**config.mk**
```make
export PLATFORM = sky130hd
export DESIGN_NAME = iq_issue
export DESIGN_NICKNAME = d
export VERILOG_FILES = /design/src/rtl/iq_issue_pkg.sv /design/src/rtl/iq_issue_fifo.sv /design/src/rtl/iq_issue.sv
export SDC_FILE = /design/constraint.sdc
export NUM_CORES = 1
export LEC_CHECK = 0
export BUFFER_PORTS_ARGS = -buffer_cell sky130_fd_sc_hd__buf_2
export CAP_MARGIN = 40
export CORE_UTILIZATION = 30
export DETAILED_ROUTE_END_ITERATION = 12
export PLACE_DENSITY = 0.46
export SYNTH_ARGS = -nofsm -noshare
export SYNTH_HDL_FRONTEND = slang
export SYNTH_SLANG_ARGS = --single-unit
export TNS_END_PERCENT = 20
```
**constraint.sdc**
```tcl
create_clock -name clk -period 26.5 [get_ports clk]
set_input_delay 5.3 -clock clk [delete_from_list [all_inputs] [get_ports clk]]
set_output_delay 5.3 -clock clk [all_outputs]
set_load 0.02 [all_outputs]
```
**src/rtl/iq_issue_pkg.sv**
```systemverilog
// Shared types for the instruction queue / issue stage: opcode, queue entry and FSM state.
package tomasula_types;

    typedef enum logic [2:0] {
        OP_ADD, OP_SUB, OP_AND, OP_OR, OP_LD, OP_ST, OP_BRANCH, OP_NOP
    } op_t;

    typedef struct packed {
        op_t         op;
        logic [4:0]  rd;
        logic [4:0]  rs1;
        logic [4:0]  rs2;
        logic [31:0] imm;
        logic [31:0] pc;
        logic        pred_taken;
    } iq_entry_t;

    typedef enum logic {RUN, FLUSH} iq_state_t;

    function automatic logic is_mem_op(op_t op);
        return (op == OP_LD) || (op == OP_ST);
    endfunction

endpackage

```
**src/rtl/iq_issue_fifo.sv**
```systemverilog
// Circular buffer of decoded instructions. The caller never pushes when full or pops when empty.
module iq_fifo
    import tomasula_types::*;
#(
    parameter int DEPTH = 8
) (
    input  logic                       clk,
    input  logic                       rst,
    input  logic                       push,
    input  logic                       pop,
    input  logic                       clear,
    input  iq_entry_t                  din,
    output iq_entry_t                  dout,
    output logic [$clog2(DEPTH+1)-1:0] count
);

    localparam int PW = $clog2(DEPTH);

    logic [PW-1:0] head;
    logic [PW-1:0] tail;
    iq_entry_t     mem [DEPTH];

    always_ff @(posedge clk or posedge rst) begin
        if (rst) begin
            head  <= '0;
            tail  <= '0;
            count <= '0;
        end else if (clear) begin
            head  <= '0;
            tail  <= '0;
            count <= '0;
        end else begin
            // Pointers are exactly log2(DEPTH) bits, so they wrap for free.
            if (push) tail <= tail + 1'b1;
            if (pop)  head <= head + 1'b1;
            case ({push, pop})
                2'b10:   count <= count + 1'b1;
                2'b01:   count <= count - 1'b1;
                default: count <= count;
            endcase
        end
    end

    always_ff @(posedge clk) begin
        if (push && !clear) mem[tail] <= din;
    end

    assign dout = mem[head];

endmodule

```
**src/rtl/iq_issue.sv**
```systemverilog
// In-order instruction queue and issue stage: allocates a ROB entry and loads the ALU RS or LSQ.
module iq_issue
    import tomasula_types::*;
#(
    parameter int DEPTH = 8
) (
    input  logic                       clk,
    input  logic                       rst,
    input  logic                       enq_valid,
    output logic                       enq_ready,
    input  op_t                        enq_op,
    input  logic [4:0]                 enq_rd,
    input  logic [4:0]                 enq_rs1,
    input  logic [4:0]                 enq_rs2,
    input  logic [31:0]                enq_imm,
    input  logic [31:0]                enq_pc,
    input  logic                       enq_pred_taken,
    input  logic                       rob_full,
    input  logic [2:0]                 rob_curr_ptr,
    input  logic                       ld_pc,
    input  logic                       flush_in_prog,
    input  logic                       br_commit,
    input  logic                       alu_rs_full,
    input  logic                       lsq_full,
    output logic                       rob_load,
    output op_t                        instr_type,
    output logic [4:0]                 rd,
    output logic [4:0]                 st_src,
    output logic                       rs_load_alu,
    output logic                       rs_load_lsq,
    output logic [4:0]                 iss_rs1,
    output logic [4:0]                 iss_rs2,
    output logic [31:0]                iss_imm,
    output logic [31:0]                iss_pc,
    output logic [2:0]                 iss_tag,
    output logic [$clog2(DEPTH+1)-1:0] iq_count
);

    localparam int CW = $clog2(DEPTH+1);

    iq_state_t state;
    iq_state_t state_next;
    logic      br_outstanding;
    iq_entry_t enq_entry;
    iq_entry_t head_entry;
    logic      push;
    logic      can_issue;
    logic      rs_busy;
    logic      br_block;

    assign enq_entry = '{op: enq_op, rd: enq_rd, rs1: enq_rs1, rs2: enq_rs2,
                         imm: enq_imm, pc: enq_pc, pred_taken: enq_pred_taken};

    assign enq_ready = (iq_count != CW'(DEPTH)) && (state == RUN) && !ld_pc;
    assign push      = enq_valid && enq_ready;

    assign rs_busy   = is_mem_op(head_entry.op) ? lsq_full : alu_rs_full;
    assign br_block  = (head_entry.op == OP_BRANCH) && br_outstanding;
    assign can_issue = (iq_count != '0) && (state == RUN) && !ld_pc && !flush_in_prog
                       && !rob_full && !rs_busy && !br_block;

    iq_fifo #(.DEPTH(DEPTH)) u_fifo (
        .clk   (clk),
        .rst   (rst),
        .push  (push),
        .pop   (can_issue),
        .clear (ld_pc),
        .din   (enq_entry),
        .dout  (head_entry),
        .count (iq_count)
    );

    always_ff @(posedge clk or posedge rst) begin
        if (rst) begin
            state          <= RUN;
            br_outstanding <= 1'b0;
        end else begin
            state <= state_next;
            // A branch issuing in the same cycle as a commit keeps the flag set.
            if (ld_pc)
                br_outstanding <= 1'b0;
            else if (can_issue && head_entry.op == OP_BRANCH)
                br_outstanding <= 1'b1;
            else if (br_commit)
                br_outstanding <= 1'b0;
        end
    end

    always_comb begin
        state_next = state;
        case (state)
            RUN:     if (ld_pc) state_next = FLUSH;
            FLUSH:   if (!ld_pc && !flush_in_prog) state_next = RUN;
            default: state_next = RUN;
        endcase
    end

    always_comb begin
        rob_load    = 1'b0;
        rs_load_alu = 1'b0;
        rs_load_lsq = 1'b0;
        instr_type  = OP_ADD;
        rd          = '0;
        st_src      = '0;
        iss_rs1     = '0;
        iss_rs2     = '0;
        iss_imm     = '0;
        iss_pc      = '0;
        iss_tag     = '0;
        if (can_issue) begin
            rob_load    = 1'b1;
            rs_load_lsq = is_mem_op(head_entry.op);
            rs_load_alu = !is_mem_op(head_entry.op);
            instr_type  = head_entry.op;
            iss_rs1     = head_entry.rs1;
            iss_rs2     = head_entry.rs2;
            iss_imm     = head_entry.imm;
            iss_pc      = head_entry.pc;
            iss_tag     = rob_curr_ptr;
            // Branch rd carries the prediction in bit 1; the ROB fills bit 0 on resolve.
            case (head_entry.op)
                OP_ST: begin
                    rd     = '0;
                    st_src = head_entry.rs2;
                end
                OP_BRANCH: rd = {3'b000, head_entry.pred_taken, 1'b0};
                default:   rd = head_entry.rd;
            endcase
        end
    end

endmodule

```
Yosys cells after proc, flatten, opt, wreduce, memory -nomap -nowiden. Memory sizes are Yosys's and may differ from the RTL's. Cells that the tools add are included.

Register bits: 12. Bits in latches: 0. RAM bits: 664. Memory bits (read-only): 0. Input port bits: 95. Output and inout port bits: 98. Word-level logic and storage cells: 70. Memories kept: 1.

Memories: u_fifo.mem (depth 8, width 83, rd ports 1, clocked after memory_dff 0, write ports 1, RTL line iq_issue_fifo.sv:21) `iq_entry_t mem [DEPTH];`.

Add/subtract/negate cells: 4. Multipliers: 0. Div/mod/pow operators: 0. Order comparisons: 0. Eq/ne operators: 6. Shift-type cells: 0. Mux-type cells: 28. Bitwise operators: 1. Reductions and logical operators: 25.

Operators with widths (number): 2-to-1 mux 32 bit (2); 2-to-1 mux 5 bit (5); 2-to-1 mux 3 bit (6); logical AND 1 bit (13); 2-to-1 mux 1 bit (11); case mux 5 bit (2 select lines) (1); equality test 3 bit (second input constant) (3); case mux 4 bit (2 select lines) (1); adder 3 x 1 -> 3 bit (second input constant) (2); logical NOT 1 bit (6); nonzero test 3 bit (2); adder 4 x 1 -> 4 bit (second input constant) (1); 2-to-1 mux 4 bit (1); inequality test 4 bit (second input constant) (1); nonzero test 2 bit (2); nonzero test 4 bit (1); subtractor 4 x 1 -> 4 bit (second input constant) (1); equality test 2 x 1 -> 1 bit (second input constant) (1); equality test 2 bit (second input constant) (1); case mux 1 bit (2 select lines) (1); logical OR 1 bit (1); NOT 1 bit (1).

Longest topological paths before layout. Gate-level depths: netlist (run 1).

Depth after elaboration: 10. Mapped depth: 16. Depth with buffers taken out: 11.

Modules after synthesis. Synthesis (run 1) repeated with hierarchy kept, for this count alone.

Cell total of the unflattened synthesis: 1172. Area, all modules: 26510.4 um^2.

By module, submodules not included: iq_fifo (instances 1, cells each 1031, area an instance 25553.3 um^2, sequential area each 20189.4 um^2); iq_issue (instances 1, cells each 141, area an instance 957.2 um^2, sequential area each 50.0 um^2).

Worst setup path before layout (run 1). No wires, ideal clock.

Path type: input to register. Start point: input port ld_pc. End point: memory u_fifo.mem[4][0] (netlist bit) (enable). Setup time: 0.757 ns. Data arrival time: 14.783 ns. Data required time: 25.743 ns. Slack: 10.960 ns. Stages on the path: 3. Buffers on the path: 0. Cells stage by stage: a211oi_1 nand2_1 nor4b_1.

Cells in the longest elaborated chain, start to end: 6.

RTL lines: start, declared (RTL line iq_issue.sv:20) `input logic ld_pc,`; logical NOT 1 bit * (RTL line iq_issue_fifo.sv:45, iq_issue.sv:54); logical AND 1 bit (RTL line iq_issue.sv:54) `assign enq_ready = (iq_count != CW'(DEPTH)) && (state == RUN) && !ld_pc;`; logical AND 1 bit (RTL line iq_issue.sv:55) `assign push = enq_valid && enq_ready;`; logical AND 1 bit * (RTL line iq_issue_fifo.sv:45) `if (push && !clear) mem[tail] <= din;`; 2-to-1 mux 1 bit * (RTL line iq_issue_fifo.sv:45); 2-to-1 mux 1 bit (implied by the code) * (RTL line iq_issue_fifo.sv:45); end, declared (RTL line iq_issue_fifo.sv:21).

Mark *: on every way between the ends. The rest lies on a longest branch, timed or not.

Final worst setup path (run 1).
Start point: input port ld_pc. End point: output port st_src[3].

Cells in the longest elaborated chain, start to end: 7.

RTL lines: logical NOT 1 bit (RTL line iq_issue.sv:59) `assign can_issue = (iq_count != '0) && (state == RUN) && !ld_pc && !flush_in_prog`; logical AND 1 bit (2 in a row) (RTL line iq_issue.sv:59); logical AND 1 bit (3 in a row) (RTL line iq_issue.sv:60) `&& !rob_full && !rs_busy && !br_block;`; 2-to-1 mux 5 bit (RTL line iq_issue.sv:110) `if (can_issue) begin`; end, declared (RTL line iq_issue.sv:28) `output logic [4:0] st_src,`.

Every way passes these cells.

==> impl_metrics.toml, run 1 <==
[run_status]
status = "finished clean"

[cells_and_area]
layout-drive-gt1-share_pct = 33.7
syn2layout_area_growth_pct = 19.2
final_cell_area_um2 = 30900
finalNonFillerCells = 2680
fill_cells = 8073
nNetsFinal = 1577

[die]
io-pin-count = 193
die_area_um2 = 87700
core_um2 = 85400
die_h_um = 296
fp-row-count = 107
initial_utilization_pct = 30.4
die_x_um = 296

[power]
p_switching_uw = 439
combPwrFrac_pct = 1.7
pwr-share-clk_pct = 45.1
power_density_nw_per_um2 = 71.7
ir_drop_v = 0.0000391
power.leakage_uw = 0.0101
swShare_pct = 19.8
power.internal_uw = 1780
p_seq_share_pct = 53.3
power_uw = 2220

[synthesis]
synth_top_area_share_pct = 76.8
synth_top_flop_cell = "edfxtp_1"
ys_seq_area_share_pct = 78.0
ys_ff_latch = 676
synth.distinct_cells = 43
syn_area_um2 = 26000
synth_top_cell_by_area = "edfxtp_1"
synthCells = 1236
synth-async-reset-ratio_pct = 1.78
ys_top_cells_by_area = "edfxtp_1, mux4_2, nand2_1"
yosys_warnings = 0
syn_nets = 1336
synth_edf_count = 664
avgSynthCellArea_um2 = 21.0
synthTopCellsByCount = "edfxtp_1, mux4_2, nand2_1"
synth_most_common_cell = "edfxtp_1"

[sta]
slew_headroom_pct = 42.7
max_freq_mhz = 76.3
fin_crit_sh_pct = 49.5
tightest_slew_ns = 0.860
setup_slack_ns = 13.39
report.final.slew_viol_count = 0
rsz0062_at_grt = "false"
setup-tns-final_ns = 0
finalCriticalPeriod_ns = 13.11
finClkSkew_ns = 0.0185
final-setup-viol-count = 0
hold_viol_final = 0

[global_routing]
grt_overflow = 0
grt.total_usage_pct = 14.6
grt_pass1_vias = 13700
antenna_found_initial = 9
grt_pass1_wl_um = 92900
grt_max_degree = 53

[setup_path]
crit_path_end_kind = "primary output"
critPathMaxStageDelay_ns = 0.55
cp.arrival_ns = 7.81
critPathMaxFanout = 32
crit_family = "simple AND/OR/NAND/NOR gates"
cp_common_cell = "buf_2"
worst_ep_required_time_ns = 21.20
cp_slowest_cell = "or4_1"
crit_buf_inv = 4
critPathLaunchType = "primary input"
crit_type = "in2out"
crit_chain = "buf_2 > or4_1 > a21o_1 > a41oi_2 > o21ai_4 > buf_4 > inv_2 > nand2_1 > nor2_1 > buf_2"

[clock_tree]
post-cts-setup-buffers = 0
clockBufferDepth = 3
cts_resized = 0
htreeDepth = 3
cts.sinks = 676
ctsHoldBuffers = 0
root_buffer = "clkbuf_16"
clk_pin_slew_worst_paths_ns = 0.06
insertion_delay_ns = 0.61
cts_tree = "yes"
cts_buffers = 78

[drt]
vias = 12700
first_pass_iters = 4
route.detailed.drc = 0
drt-initial-drc-count = 683
wl_um = 63300
ant_nets = 0
routed_via_density = 4.74
drt-wirelength-per-cell_um = 23.6

[placed_design]
pre_cts_slack_ns = 13.31
dpl_cell_area_um2 = 28600
placed_cells = 2541
routabilityCongestion = 0.702
io_buffers = 192
dpl.hpwl_um = 33400

[job]
max_cap_violations = 0

[hold_path]
worst_hold_path_type = "reg2reg"
## final cells by class
| type | count | area [um2] | share of cell area, % |
|---|---|---|---|
| flip-flops and latches | 676 | 20300 | 65.4 |
| multi-input cells | 488 | 5450 | 17.6 |
| clock buffers | 103 | 2110 | 6.82 |
| well taps | 1144 | 1430 | 4.63 |
| inverters | 4 | 17.5 | 0.0566 |
| repair buffers | 229 | 1440 | 4.65 |
| diodes | 2 | 5.00 | 0.0162 |
| clock inverters | 34 | 246 | 0.797 |
## metal layers
layer	track usage [%]	vias up	part of all wire, %
met1	19.2	6841	44
li1	-	5536	-
met2	24.5	239	50
met5	0	-	0.16
met4	4.01	14	1.8
met3	2.97	83	4.4
## layout by cell type, fill, tap and decap left out, drive strengths merged, types with 4 or more instances in the layout
| master | n |
|---|---|
| mux4 | 166 |
| a21o | 4 |
| dfrtp | 12 |
| edfxtp | 664 |
| mux2 | 4 |
| clkbuf | 103 |
| buf | 229 |
| nor3 | 6 |
| mux2i | 15 |
| ha | 4 |
| nand2 | 155 |
| inv | 8 |
| xnor2 | 4 |
| nor2 | 23 |
| clkinv | 25 |
| and2 | 5 |
| a21oi | 76 |
## sequential cells by signal (all words and copies together), names as in the netlist
| register | flops |
|---|---|
| u_fifo.head | 3 |
| u_fifo.count | 4 |
| u_fifo.mem | 664 |
| br_outstanding | 1 |
| u_fifo.tail | 3 |
| state | 1 |
## logic make-up (layout without fill, tap and decap cells)
family / Yosys count / after routing / synth area share (%)
flip-flops: 676 / 676 / 78.0
AND/OR/NAND/NOR: 204 / 204 / 3.22
multiplexers: 185 / 185 / 15.2
AO/OA/AOI/OAI: 88 / 88 / 1.85
buffers and inverters: 72 / 370 / 1.24
XOR/XNOR: 6 / 6 / 0.231
adder cells (fa/ha/maj): 5 / 5 / 0.270
other: 0 / 2 / 0
## worst paths after layout
| path | startpoint | end | slack (ns) | cells past startpoint |
|---|---|---|---|---|
| min in group asynchronous | rst | state | 4.73 | 2 |
| max in group asynchronous | rst | u_fifo.head[0] | 21.35 | 2 |
| hold / removal | state | state | 0.52 | 1 |
| setup reg to reg | u_fifo.head[1] | u_fifo.count[3] | 21.31 | 13 |
| hold reg to reg | state | state | 0.52 | 1 |
| setup / recovery | ld_pc | st_src[3] | 13.39 | 10 |
## power by group through the flow
stage	logic, uW	registers [uW]	clock network, uW
after detailed placement	38.0	1200	0
final	37.3	1180	1000
after global placement	35.6	1200	0
after global routing	41.5	1180	1070
after floorplan	12.6	1210	0
after CTS	38.1	1180	1030
## through the flow
stage | utilization [%] | hold WS, ns
finish | 36.2 | 0.518
global route | 36.2 | 0.552
CTS | 36.2 | 0.511
detailed placement | 33.5 | 0.498
global placement | 33.1 | 0.488
floorplan | - | 0.468
Note: power is estimated with default switching activity, not from simulation.
==> run 2: changes to the inputs <==
--- a/config.mk
+++ b/config.mk
@@ -9,7 +9,7 @@
 export CAP_MARGIN = 40
 export CORE_UTILIZATION = 30
 export DETAILED_ROUTE_END_ITERATION = 12
-export PLACE_DENSITY = 0.46
+export PLACE_DENSITY = 0.47
 export SYNTH_ARGS = -nofsm -noshare
 export SYNTH_HDL_FRONTEND = slang
 export SYNTH_SLANG_ARGS = --single-unit
==> constraint.sdc (replaced) <==
create_clock -name clk -period 10.5 [get_ports clk]
set_input_delay 2.1 -clock clk [delete_from_list [all_inputs] [get_ports clk]]
set_output_delay 2.1 -clock clk [all_outputs]
set_load 0.02 [all_outputs]
==> run 2 against run 1 <==
Setup slack got worse by 9.8 ns. Combinational power grew to 2.5 times the previous value. Sequential power rose to 2.5 times the previous value. Critical path depth unchanged. Critical path type is now reg2out. Highest routed layer unchanged. Cell count stayed put.
==> impl_metrics.toml, run 2 (same netlist as run 1, synthesis figures left out) <==
[hold_path]
worst_hold_path_type = "reg2reg"
hold_end = "state"
holdPathStages = 1
hold_path_startpoint = "state"

[clock_tree]
ctsHoldBuffers = 0
cts.sinks = 676
clk_pin_slew_worst_paths_ns = 0.06
root_buffer = "clkbuf_16"
cts_buffers = 76
cts_tree = "yes"
htreeDepth = 3
clockBufferDepth = 3
insertion_delay_ns = 0.60
post-cts-setup-buffers = 0
cts_resized = 0

[sta]
slew_headroom_pct = 28.1
finClkSkew_ns = 0.0151
final-setup-viol-count = 0
finalCriticalPeriod_ns = 6.86
hold_viol_final = 0
tightest_slew_ns = 1.08
max_freq_mhz = 146
report.final.slew_viol_count = 0
rsz0062_at_grt = "false"
fin_crit_sh_pct = 65.3

[setup_path]
crit_path_end_kind = "primary output"
worst_ep_required_time_ns = 8.40
timing.rr.start = "u_fifo.head[0]"
crit_type = "reg2out"
critPathLaunch = "u_fifo.head[0]"
critPathLaunchType = "flop"
r2r-end = "u_fifo.count[3]"
r2r_cells = 13
critPathMaxFanout = 102
ff2ff_setup_slack_ns = 5.65
cp.arrival_ns = 4.76

[global_routing]
grt.total_usage_pct = 14.9
antenna_found_initial = 11
grt_max_degree = 103
grt_pass1_vias = 13800
grt_overflow = 0
grt_pass1_wl_um = 94500

[die]
io-pin-count = 193
core_um2 = 85400
die_x_um = 296
initial_utilization_pct = 30.4
die_h_um = 296
die_area_um2 = 87700
fp-row-count = 107

[drt]
first_pass_iters = 4
drt-initial-drc-count = 790
route.detailed.drc = 0
routed_via_density = 4.74
drt-wirelength-per-cell_um = 23.9
ant_nets = 0
vias = 12700
wl_um = 64200

[power]
ir_drop_v = 0.000114
power_uw = 5550
power.leakage_uw = 0.0100
power_density_nw_per_um2 = 180

[cells_and_area]
largest-register = "u_fifo.mem"
final_common_cell = "edfxtp_1"
layout-drive-gt1-share_pct = 33.5
final_cell_mix = "edfxtp_1, buf_2, mux4_2, nand2_1, clkbuf_16"
final_util_pct = 36.1
nNetsFinal = 1574
top_regs = "u_fifo.mem: 664 flops, u_fifo.count: 4 flops"
largest_register_ffs = 664
final_cell_area_um2 = 30800
syn2layout_area_growth_pct = 18.8

[job]
max_cap_violations = 0

[placed_design]
dpl_cell_area_um2 = 28500
io_buffers = 192
routabilityCongestion = 0.713
dpl.hpwl_um = 35500

[run_status]
status = "finished clean"
==> run 2: changes by cell type in the layout (fill, tap and decap cells not counted), sizes merged <==
cell      change
clkbuf       -10
clkinv       +10
diode         +2
buf           -1
clkinvlp      -1
==> run 2: metrics by stage <==
| step | std cells | setup WS, ns | setup TNS (ns) | hold slack [ns] |
|---|---|---|---|---|
| after floorplan | 1236 | -1.84 | -400.55 | 0.468 |
| after global placement | 2532 | 3.84 | 0 | 0.495 |
| after detailed placement | 2540 | 3.75 | 0 | 0.515 |
| after CTS | 2676 | 3.31 | 0 | 0.527 |
| after global routing | 2676 | 3.15 | 0 | 0.576 |
| final | 2680 | 3.64 | 0 | 0.521 |
==> run 2: area by class of cell <==
cell class / instances / area [um2]
Tap cell: 1144 / 1430
Sequential cell: 676 / 20300
Antenna cell: 4 / 10.0
Clock inverter: 43 / 293
Multi-Input combinational cell: 488 / 5450
Clock buffer: 93 / 2010
Fill cell: 8007 / 54600
Inverter: 4 / 17.5
Timing Repair Buffer: 228 / 1390
==> run 2: how the worst max path moves through the flow <==
stage | to | slack (ns) | depth (start not counted)
finish | st_src[3] | 3.64 | 10
global route | st_src[3] | 3.15 | 10
CTS | st_src[3] | 3.31 | 10
detailed placement | st_src[3] | 3.75 | 10
global placement | st_src[3] | 3.84 | 10
floorplan | u_fifo.mem[4][0] | -1.84 | 3
==> run 2: report_power, final <==
part	internal, uW	switching, uW	total (uW)
Clock	1430	1050	2480
Combinational	31.9	62.9	94.8
Sequential	2980	5.10	2980
==> run 2: critical path: stages, from the launching register on <==
cell	delay [ns]
dfrtp_4	0.77
buf_12	0.59
mux4_2	0.63
mux2i_1	0.38
a21oi_1	0.22
o21ai_4	0.16
buf_4	0.47
inv_2	0.24
nand2_1	0.29
nor2_1	0.10
buf_2	0.17
==> run 2: metal layers <==
| layer | global-route usage [%] | vias to the layer above | wire (um) |
|---|---|---|---|
| met5 | 0 | - | 92 |
| met4 | 3.99 | 16 | 1030 |
| met3 | 3.21 | 84 | 3270 |
| met2 | 24.0 | 264 | 31100 |
| met1 | 20.4 | 6801 | 28700 |
| li1 | - | 5534 | - |
